$ cat src/rtl/ctrl_seq.sv
// SAP2 mini micro-sequencer: T-state counter plus 30-bit control word decode.
// Optional CTRL_SINGLE_STEP_EN adds a step input that gates state advance and con.
module ctrl_seq #(
  parameter logic ADD_M  = 1'b0,
  parameter logic ADD_CI = 1'b0
) (
  input  logic        clk,
  input  logic        clr,
`ifdef CTRL_SINGLE_STEP_EN
  input  logic        step,
`endif
  input  logic [7:0]  ins,
  input  logic        am,
  input  logic        az,
  input  logic        xm,
  input  logic        xz,
  output logic [29:0] con,
  output logic        hlt
);

  localparam int LP  = 29;
  localparam int CP  = 28;
  localparam int EP  = 27;
  localparam int LS  = 26;
  localparam int ES  = 24;
  localparam int LM  = 23;
  localparam int CE  = 22;
  localparam int WE  = 21;
  localparam int LD  = 20;
  localparam int LI  = 18;
  localparam int LA  = 16;
  localparam int EA  = 15;
  localparam int LB  = 14;
  localparam int S0  = 10;
  localparam int M   = 9;
  localparam int CI  = 8;
  localparam int EU  = 7;
  localparam int LX  = 6;
  localparam int INX = 5;
  localparam int DEX = 4;
  localparam int EN  = 1;

  typedef enum logic [3:0] {
    T1, T2, T3, T4, T5, T6, T7, T8, HALT
  } state_t;

  state_t      state;
  state_t      nxt;
  logic [29:0] cw;
  logic [3:0]  op;
  logic        cond;

  assign op = ins[7:4];

  always_comb begin
    cond = 1'b0;
    unique case (1'b1)
      (ins[5:4] == 2'd0): cond = am;
      (ins[5:4] == 2'd1): cond = az;
      (ins[5:4] == 2'd2): cond = xm;
      (ins[5:4] == 2'd3): cond = xz;
      default:            cond = 1'b0;
    endcase
  end

  always_comb begin
    cw  = '0;
    nxt = T1;
    unique case (state)
      T1: begin
        cw[EP] = 1'b1;
        cw[LM] = 1'b1;
        nxt    = T2;
      end
      T2: begin
        cw[CP] = 1'b1;
        nxt    = T3;
      end
      T3: begin
        cw[CE] = 1'b1;
        cw[LI] = 1'b1;
        nxt    = (op == 4'h0) ? T1 : T4;
      end
      T4: begin
        case (op)
          4'h1, 4'h2, 4'h3, 4'h4,
          4'h7, 4'hC: begin
            cw[EP] = 1'b1;
            cw[LM] = 1'b1;
            nxt    = T5;
          end
          4'h5: cw[INX] = 1'b1;
          4'h6: cw[DEX] = 1'b1;
          4'h8, 4'h9, 4'hA, 4'hB: begin
            // false branch just steps pc past the operand word
            if (cond) begin
              cw[EP] = 1'b1;
              cw[LM] = 1'b1;
              nxt    = T5;
            end else begin
              cw[CP] = 1'b1;
            end
          end
          4'hD: begin
            cw[ES] = 1'b1;
            cw[LP] = 1'b1;
          end
          4'hE: begin
            cw[EN] = 1'b1;
            cw[LA] = 1'b1;
          end
          4'hF: nxt = HALT;
          default: nxt = T1;
        endcase
      end
      T5: begin
        case (op)
          4'h1, 4'h2, 4'h3, 4'h4, 4'hC: begin
            cw[CP] = 1'b1;
            nxt    = T6;
          end
          4'h7, 4'h8, 4'h9, 4'hA, 4'hB: begin
            cw[CE] = 1'b1;
            cw[LP] = 1'b1;
          end
          default: nxt = T1;
        endcase
      end
      T6: begin
        case (op)
          4'h1, 4'h2, 4'h3, 4'h4: begin
            cw[CE] = 1'b1;
            cw[LM] = 1'b1;
            nxt    = T7;
          end
          4'hC: begin
            cw[EP] = 1'b1;
            cw[LS] = 1'b1;
            nxt    = T7;
          end
          default: nxt = T1;
        endcase
      end
      T7: begin
        case (op)
          4'h1: begin
            cw[CE] = 1'b1;
            cw[LA] = 1'b1;
          end
          4'h2: begin
            cw[EA] = 1'b1;
            cw[LD] = 1'b1;
            nxt    = T8;
          end
          4'h3: begin
            cw[CE] = 1'b1;
            cw[LB] = 1'b1;
            nxt    = T8;
          end
          4'h4: begin
            cw[CE] = 1'b1;
            cw[LX] = 1'b1;
          end
          4'hC: begin
            cw[CE] = 1'b1;
            cw[LP] = 1'b1;
          end
          default: nxt = T1;
        endcase
      end
      T8: begin
        case (op)
          4'h2: cw[WE] = 1'b1;
          4'h3: begin
            cw[EU]          = 1'b1;
            cw[LA]          = 1'b1;
            cw[S0+3:S0]     = ins[3:0];
            cw[M]           = ADD_M;
            cw[CI]          = ADD_CI;
          end
          default: nxt = T1;
        endcase
      end
      HALT: nxt = HALT;
      default: nxt = T1;
    endcase
`ifdef CTRL_SINGLE_STEP_EN
    // hold state and mute side effects between steps
    if (!step) begin
      cw  = '0;
      nxt = state;
    end
`endif
  end

  always_ff @(posedge clk) begin
    if (clr) state <= T1;
    else     state <= nxt;
  end

  assign con = clr ? '0 : cw;
  assign hlt = (state == HALT);

endmodule

$ cat config.mk
export PLATFORM = sky130hd
export DESIGN_NAME = ctrl_seq
export DESIGN_NICKNAME = d
export VERILOG_FILES = /design/src/rtl/ctrl_seq.sv
export SDC_FILE = /design/constraint.sdc
export NUM_CORES = 1
export LEC_CHECK = 0
export BUFFER_PORTS_ARGS = -buffer_cell sky130_fd_sc_hd__buf_2
export CORE_AREA = 2 2 46 48
export DETAILED_ROUTE_END_ITERATION = 10
export DIE_AREA = 0 0 48 50
export PLACE_DENSITY_LB_ADDON = 0.12
export RECOVER_POWER = 25
export REMOVE_ABC_BUFFERS = 1
export SLEW_MARGIN = 20
export SYNTH_ARGS = -nofsm -noshare
export SYNTH_HDL_FRONTEND = slang
export SYNTH_SLANG_ARGS = --single-unit
$ cat constraint.sdc
create_clock -name clk -period 2.15 [get_ports clk]
set_input_delay 0.215 -clock clk [delete_from_list [all_inputs] [get_ports clk]]
set_output_delay 0.215 -clock clk [all_outputs]
set_load 0.005 [all_outputs]
==> PnR_summary.wiki, run 1 <==
{| class="wikitable"
! Metric !! Value
|-
| Worst IR drop on VDD || 0.000283 V
|-
| Final hold violation count || 0
|-
| Setup total negative slack || 0 ns
|-
| Worst hold path class || in -> reg
|-
| Root Buffer Master || sky130_fd_sc_hd__clkbuf_4
|-
| Final-report max-slew violation count || 0
|-
| Via/cell ratio || 5.75
|-
| Pleak || 0.468 nW
|-
| Max Cap Violations || 0
|-
| Overall routing resource usage || 23.5%
|-
| Final-stage net count || 187
|-
| DRC errors left || 0
|-
| Critical path fanouts, max || 10
|-
| Initial cell density of the core || 45.4%
|-
| Launch instance of the worst register-to-register path || state[3]$_SDFF_PP0_
|-
| Most repeated cell in the gate-level netlist after synthesis || sky130_fd_sc_hd__nor2_1
|-
| Number of enable-type register cells in the synthesized netlist || 0
|-
| Number of instances in the placed design || 195
|-
| Reg clk slew, reported paths || 0.04 ns
|-
| Post-Place Setup Slack || 0.332 ns
|-
| Portion of the post-synthesis area used by sequential elements || 9.28%
|-
| Startpoint of the lowest-slack hold path || clr
|-
| Wirelength, routed || 2720 µm
|-
| First-pass GRT wire length || 4230 µm
|-
| Fraction of registers with async set or reset after synthesis || 0%
|-
| H-tree levels || 1
|-
| Dominant cells by area after synthesis || sky130_fd_sc_hd__dfxtp_1 9.3%, sky130_fd_sc_hd__buf_4 7.8%, sky130_fd_sc_hd__nor2_1 7.8%
|-
| Clock sink count || 4
|-
| Worst setup EP type || output port
|-
| Number of violations reported at the end of detailed-routing iteration 0 || 64
|-
| Final estimated routing congestion in global placement || 0.896
|-
| Worst-case clock buffer depth || 2
|-
| Startpoint-to-endpoint class of the critical path || reg -> out
|-
| CTS tree || built
|-
| Synth warn || 0
|-
| Number of global-route vias before repair || 944
|-
| Number of setup violations in the final report || 0
|-
| Area grow syn2layout || 23.3%
|-
| Core outline area || 0.00190 mm²
|-
| Via count of the routed design || 1139
|-
| P per Cell Area || 309 mW/mm²
|-
| Final core occ || 56.0%
|-
| Gates resized, CTS repair || 0
|-
| Top cells by count, synth || 18 x sky130_fd_sc_hd__nor2_1, 13 x sky130_fd_sc_hd__a21oi_1, 9 x sky130_fd_sc_hd__buf_4
|-
| Hold Path Cell Cnt || 4
|-
| Area of the die || 0.00240 mm²
|-
| Floorplan die width || 48 µm
|-
| Post-layout instance count excluding filler cells || 198
|-
| Registers with the most flip-flops || state: 4 flops
|-
| Path depth of the worst reg2reg path || 6
|-
| FP Rows || 16
|-
| Most flop-heavy register || state
|-
| Timing-limited maximum frequency || 500 MHz
|-
| Post-CTS Hold Fix Bufs || 0
|-
| Number of top-level design ports || 45
|-
| Routed Antenna Nets || 0
|-
| Critical path required time || 1.93 ns
|-
| Count of input and output buffers || 36
|-
| Share of the synthesized area in the top cell type || 9.28%
|-
| Overall overflow remaining after global route || 0
|-
| Flop2flop setup slack || 0.46 ns
|-
| Synthesized cell area || 863 µm²
|-
| Router iterations before antenna repair || 4
|-
| Synthesized area divided by synthesized cell count || 6.35 µm²
|-
| Wire per inst || 13.8 µm
|-
| Detail Placement HPWL || 2100 µm
|-
| WHS Endpoint || state[1]$_SDFF_PP0_
|-
| Result of the run || complete, no violations
|-
| Reg-to-reg critical path endpoint || state[2]$_SDFF_PP0_
|-
| Final worst clock skew || 0.000686 ns
|-
| Pin count of the biggest net entering global routing || 17
|-
| Min cycle time layout || 2.00 ns
|-
| Arrival @ worst endpoint || 1.78 ns
|-
| Number of buffers created by CTS || 3
|-
| Primary flip-flop cell chosen by synthesis mapping || sky130_fd_sc_hd__dfxtp_1
|-
| Worst-Skew Late Latency || 0.24 ns
|-
| RSZ-0062 raised after global routing || false
|-
| Cell type with the highest aggregate area in the netlist || sky130_fd_sc_hd__dfxtp_1
|-
| Startpoint class of the critical path || register
|-
| Flip-flop count of the largest register after layout || 4
|-
| Diode count || 0
|-
| Number of antenna violations at the first check in global routing || 0
|-
| Gate Count Post-Synth || 136
|-
| PnR worst setup slack || 0.151 ns
|-
| Share of post-route cells with drive strength above 1 || 32.2%
|-
| Cell variety after synth || 45
|-
| Post-CTS setup buffer count || 0
|-
| Period Utilization, post-route || 93.0%
|-
| Die height || 50 µm
|-
| Register bit total from synthesis || 4
|}
==> critical path, stage by stage (launching register included) <==
cell	delay [ns]
sky130_fd_sc_hd__dfxtp_2	0.37
sky130_fd_sc_hd__buf_4	0.19
sky130_fd_sc_hd__nand4bb_1	0.25
sky130_fd_sc_hd__or3_1	0.45
sky130_fd_sc_hd__a21oi_1	0.16
sky130_fd_sc_hd__buf_2	0.13
==> cells in the final DEF, fill, tap and decap left out, drive strengths merged, types with 3 or more instances in the layout <==
master  netlist  layout
o21ai         9       9
nor2         18      18
buf          17      41
dfxtp         4       4
conb          1       8
or2           4       4
inv           4       4
a21oi        13      13
and2          5       5
nand2         8       8
nand3b        5       5
clkbuf        2       6
or3           5       5
a31oi         3       3
nor3          7       7
nand3         3       3
nor2b         3       3
==> layout make-up <==
class | count | area (µm²)
sequential | 4 | 81.3
inverter | 4 | 15.0
timing repair buffer | 44 | 234
multi-input combinational | 116 | 678
fill | 201 | 837
clock buffer | 3 | 22.5
tap | 27 | 33.8
==> worst max-delay path by stage <==
stage | end | slack, ns | from
6_report | con[23] | 0.15 | state[1]$_SDFF_PP0_
5_1_grt | con[16] | 0.04 | state[2]$_SDFF_PP0_
4_1_cts | con[16] | 0.06 | state[1]$_SDFF_PP0_
3_5_place_dp | con[16] | 0.33 | state[1]$_SDFF_PP0_
3_3_place_gp | con[16] | 0.31 | state[1]$_SDFF_PP0_
2_1_floorplan | con[16] | 0.52 | state[1]$_SDFF_PP0_
==> cells by family (layout without fill, tap and decap cells) <==
logic type / count (synthesis) / count (layout) / share of synthesized area, %
simple gates: 69 / 69 / 45.5
compound gates: 36 / 36 / 25.5
buf+inv: 23 / 51 / 15.8
flops: 4 / 4 / 9.28
mux: 2 / 2 / 2.46
other cells: 1 / 8 / 0.434
xor+xnor: 1 / 1 / 1.01
==> report_power, final <==
group	internal, mW	switching [mW]	leakage, nW	total, mW
registers	0.0794	0.00975	0.0331	0.0892
clock network	0.0626	0.0333	0.0138	0.0959
logic	0.0593	0.0843	0.421	0.144
total	0.201	0.127	0.468	0.329
==> through the flow <==
stage	cell area (µm²)	power (mW)	hold WS, ns
6_report	1060	0.329	0.512
5_1_grt	1060	0.356	0.512
4_1_cts	1060	0.326	0.495
3_5_place_dp	1040	0.229	0.698
3_3_place_gp	1040	0.227	0.697
2_1_floorplan	768	0.163	0.414
==> layer usage <==
metal | wire (µm) | GRT usage [%]
met5 | 0 | 0
met4 | 32 | 4.95
met3 | 288 | 3.66
met2 | 1260 | 35.1
met1 | 1140 | 34.7
Note: power is estimated with default switching activity, not from simulation.
==> run 2, diff against run 1 <==
--- a/config.mk
+++ b/config.mk
@@ -6,9 +6,11 @@
 export NUM_CORES = 1
 export LEC_CHECK = 0
 export BUFFER_PORTS_ARGS = -buffer_cell sky130_fd_sc_hd__buf_2
-export CORE_AREA = 2 2 46 48
+export CELL_PAD_IN_SITES_DETAIL_PLACEMENT = 1
+export CELL_PAD_IN_SITES_GLOBAL_PLACEMENT = 2
+export CORE_AREA = 2 2 65 67
 export DETAILED_ROUTE_END_ITERATION = 10
-export DIE_AREA = 0 0 48 50
+export DIE_AREA = 0 0 67 69
 export PLACE_DENSITY_LB_ADDON = 0.12
 export RECOVER_POWER = 25
 export REMOVE_ABC_BUFFERS = 1
==> run 2 against run 1 <==
Effect of this change: sequential share of layout area is 0.19 points lower; final area is 4.1% higher; wire length grew 24%; critical endpoint is now con[16]; final cell count grew 11%; largest power group is now clock; register-to-register slack gained 0.15 ns; clock-buffer cell count is the same; global-route usage shrank 8.4 points; die area rose by 93%; via count shrank 1.2%.
==> PnR_summary.wiki, run 2 (synthesized netlist as in run 1, its figures left out) <==
{| class="wikitable"
! Metric !! Value
|-
| Result of the run || complete, no violations
|-
| Path depth of the worst reg2reg path || 6 (unchanged)
|-
| Final-report max-slew violation count || 0 (unchanged)
|-
| Wirelength, routed || 3370 µm (+24%)
|-
| Area of the die || 0.00462 mm² (+93%)
|-
| Final worst clock skew || 0.00402 ns (+0.00333 ns)
|-
| Startpoint class of the critical path || register
|-
| Router iterations before antenna repair || 4 (unchanged)
|-
| PnR worst setup slack || 0.160 ns (+0.00916 ns)
|-
| Startpoint-to-endpoint class of the critical path || reg -> out
|-
| Root Buffer Master || sky130_fd_sc_hd__clkbuf_8
|-
| Routed Antenna Nets || 0 (unchanged)
|-
| Via count of the routed design || 1125 (-1.2%)
|-
| Leading cell type in the layout, fill and taps excluded || sky130_fd_sc_hd__buf_2
|-
| First-pass GRT wire length || 5610 µm (+33%)
|-
| DRC errors left || 0 (unchanged)
|-
| P per Cell Area || 357 mW/mm² (+16%)
|-
| Pleak || 0.480 nW (+2.5%)
|-
| Number of buffers created by CTS || 3 (unchanged)
|-
| Final-stage net count || 186 (-0.53%)
|-
| Total of fill cells in the finished design || 540 (+170%)
|-
| Overall overflow remaining after global route || 0 (unchanged)
|-
| Area grow syn2layout || 28.4%
|-
| Detail Placement HPWL || 2680 µm (+28%)
|-
| Most flop-heavy register || state
|-
| Max Cap Violations || 0 (unchanged)
|-
| Post-CTS Hold Fix Bufs || 0 (unchanged)
|-
| Worst IR drop on VDD || 0.000181 V (-36%)
|-
| Worst hold path class || in -> reg
|-
| Clock sink count || 4 (unchanged)
|-
| Post-Place Setup Slack || 0.287 ns (-0.0451 ns)
|-
| Number of violations reported at the end of detailed-routing iteration 0 || 16 (-75%)
|-
| Worst-case clock buffer depth || 2 (unchanged)
|-
| Final hold violation count || 0 (unchanged)
|-
| Reg clk slew, reported paths || 0.03 ns (about the same)
|-
| Number of antenna violations at the first check in global routing || 0 (unchanged)
|-
| FP Rows || 23 (+7)
|-
| Worst-Skew Late Latency || 0.22 ns (-0.02 ns)
|-
| Min cycle time layout || 1.99 ns (-0.00916 ns)
|-
| Timing-limited maximum frequency || 502 MHz (+0.46%)
|-
| Number of top-level design ports || 45 (unchanged)
|-
| Share of post-route cells with drive strength above 1 || 33.5% (+1.4 points)
|-
| H-tree levels || 1 (unchanged)
|-
| Diode count || 0 (unchanged)
|-
| Via/cell ratio || 5.11 (-11%)
|-
| Critical path's slowest cell || sky130_fd_sc_hd__dfxtp_2
|-
| Hold Path Cell Cnt || 5 (+1)
|-
| Critical path required time || 1.93 ns (about the same)
|-
| Worst path max stage delay || 0.38 ns (-0.07 ns)
|-
| Setup total negative slack || 0 ns (unchanged)
|-
| Floorplan die width || 67 µm (+40%)
|-
| Arrival @ worst endpoint || 1.78 ns (about the same)
|-
| Wire per inst || 15.3 µm (+11%)
|-
| Count of input and output buffers || 36 (unchanged)
|-
| Registers with the most flip-flops || state: 4 flops
|-
| Core outline area || 0.00391 mm² (+110%)
|-
| Pin count of the biggest net entering global routing || 17 (unchanged)
|-
| Post-CTS setup buffer count || 0 (unchanged)
|-
| Flip-flop count of the largest register after layout || 4 (unchanged)
|-
| CTS tree || built
|-
| Worst setup EP type || output port
|-
| Critical path fanouts, max || 13 (+3)
|-
| Commonest cells after routing, fill and taps aside || 35 x sky130_fd_sc_hd__buf_2, 18 x sky130_fd_sc_hd__nor2_1, 13 x sky130_fd_sc_hd__a21oi_1, 8 x sky130_fd_sc_hd__o21ai_0, 8 x sky130_fd_sc_hd__conb_1
|-
| Die height || 69 µm (+38%)
|-
| RSZ-0062 raised after global routing || false
|-
| Period Utilization, post-route || 92.6% (-0.43 points)
|-
| Gates resized, CTS repair || 0 (unchanged)
|-
| Final estimated routing congestion in global placement || 0.835 (-6.9%)
|-
| Initial cell density of the core || 22.1% (-23 points)
|-
| Crit-path cells || and4bb_2, nand3_1, o22ai_1, a21oi_1, nor3_1, buf_2
|-
| Number of global-route vias before repair || 1126 (+19%)
|-
| Overall routing resource usage || 15.1% (-8.4 points)
|-
| Number of setup violations in the final report || 0 (unchanged)
|}
run 2: area by class of cell:
cell class,instances,area [µm²],share of cell area [%]
Tap cell,50,62.6,5.64
Inverter,4,15.0,1.35
Clock buffer,3,41.3,3.72
Multi-Input combinational cell,116,676,60.9
Timing Repair Buffer,43,231,20.9
Sequential cell,4,82.6,7.45
run 2: final timing paths:
check / startpoint / to / slack, ns
worst max-delay path: state[3]$_SDFF_PP0_ / con[16] / 0.16
worst min register to register: state[0]$_SDFF_PP0_ / state[0]$_SDFF_PP0_ / 0.70
worst max register to register: state[0]$_SDFF_PP0_ / state[2]$_SDFF_PP0_ / 0.61
worst min-delay path: ins[4] / state[3]$_SDFF_PP0_ / 0.51
run 2: metal layers:
layer  global-route usage (%)  up-vias  share of wire [%]
met4                     1.36        0               0.50
met2                     25.1       35                 48
met5                        0        -                  0
met3                     2.61        2                4.5
met1                     21.0      547                 47
li1                         -      541                  -
run 2: metrics by stage:
step	power (mW)	hold WS, ns	util, %	cells	area, µm²
after global placement	0.237	0.690	27.2	217	1060
after detailed placement	0.239	0.687	27.2	217	1060
after floorplan	0.163	0.414	-	124	768
after global routing	0.427	0.571	28.3	220	1110
after CTS	0.402	0.509	28.2	220	1100
final	0.396	0.509	28.3	220	1110
run 2: worst max-delay path, delay by kind of cell, from the launching register on:
kind / cells / cell delay, ns
simple gates: 3 / 0.74
compound gates: 2 / 0.30
flops: 1 / 0.38
buf+inv: 1 / 0.14
run 2: power by group:
group	total (mW)	internal [mW]	leakage [nW]	switching, mW
logic	0.151	0.0609	0.424	0.0896
registers	0.0872	0.0792	0.0338	0.00801
clock network	0.158	0.119	0.0216	0.0389
total	0.396	0.260	0.480	0.137
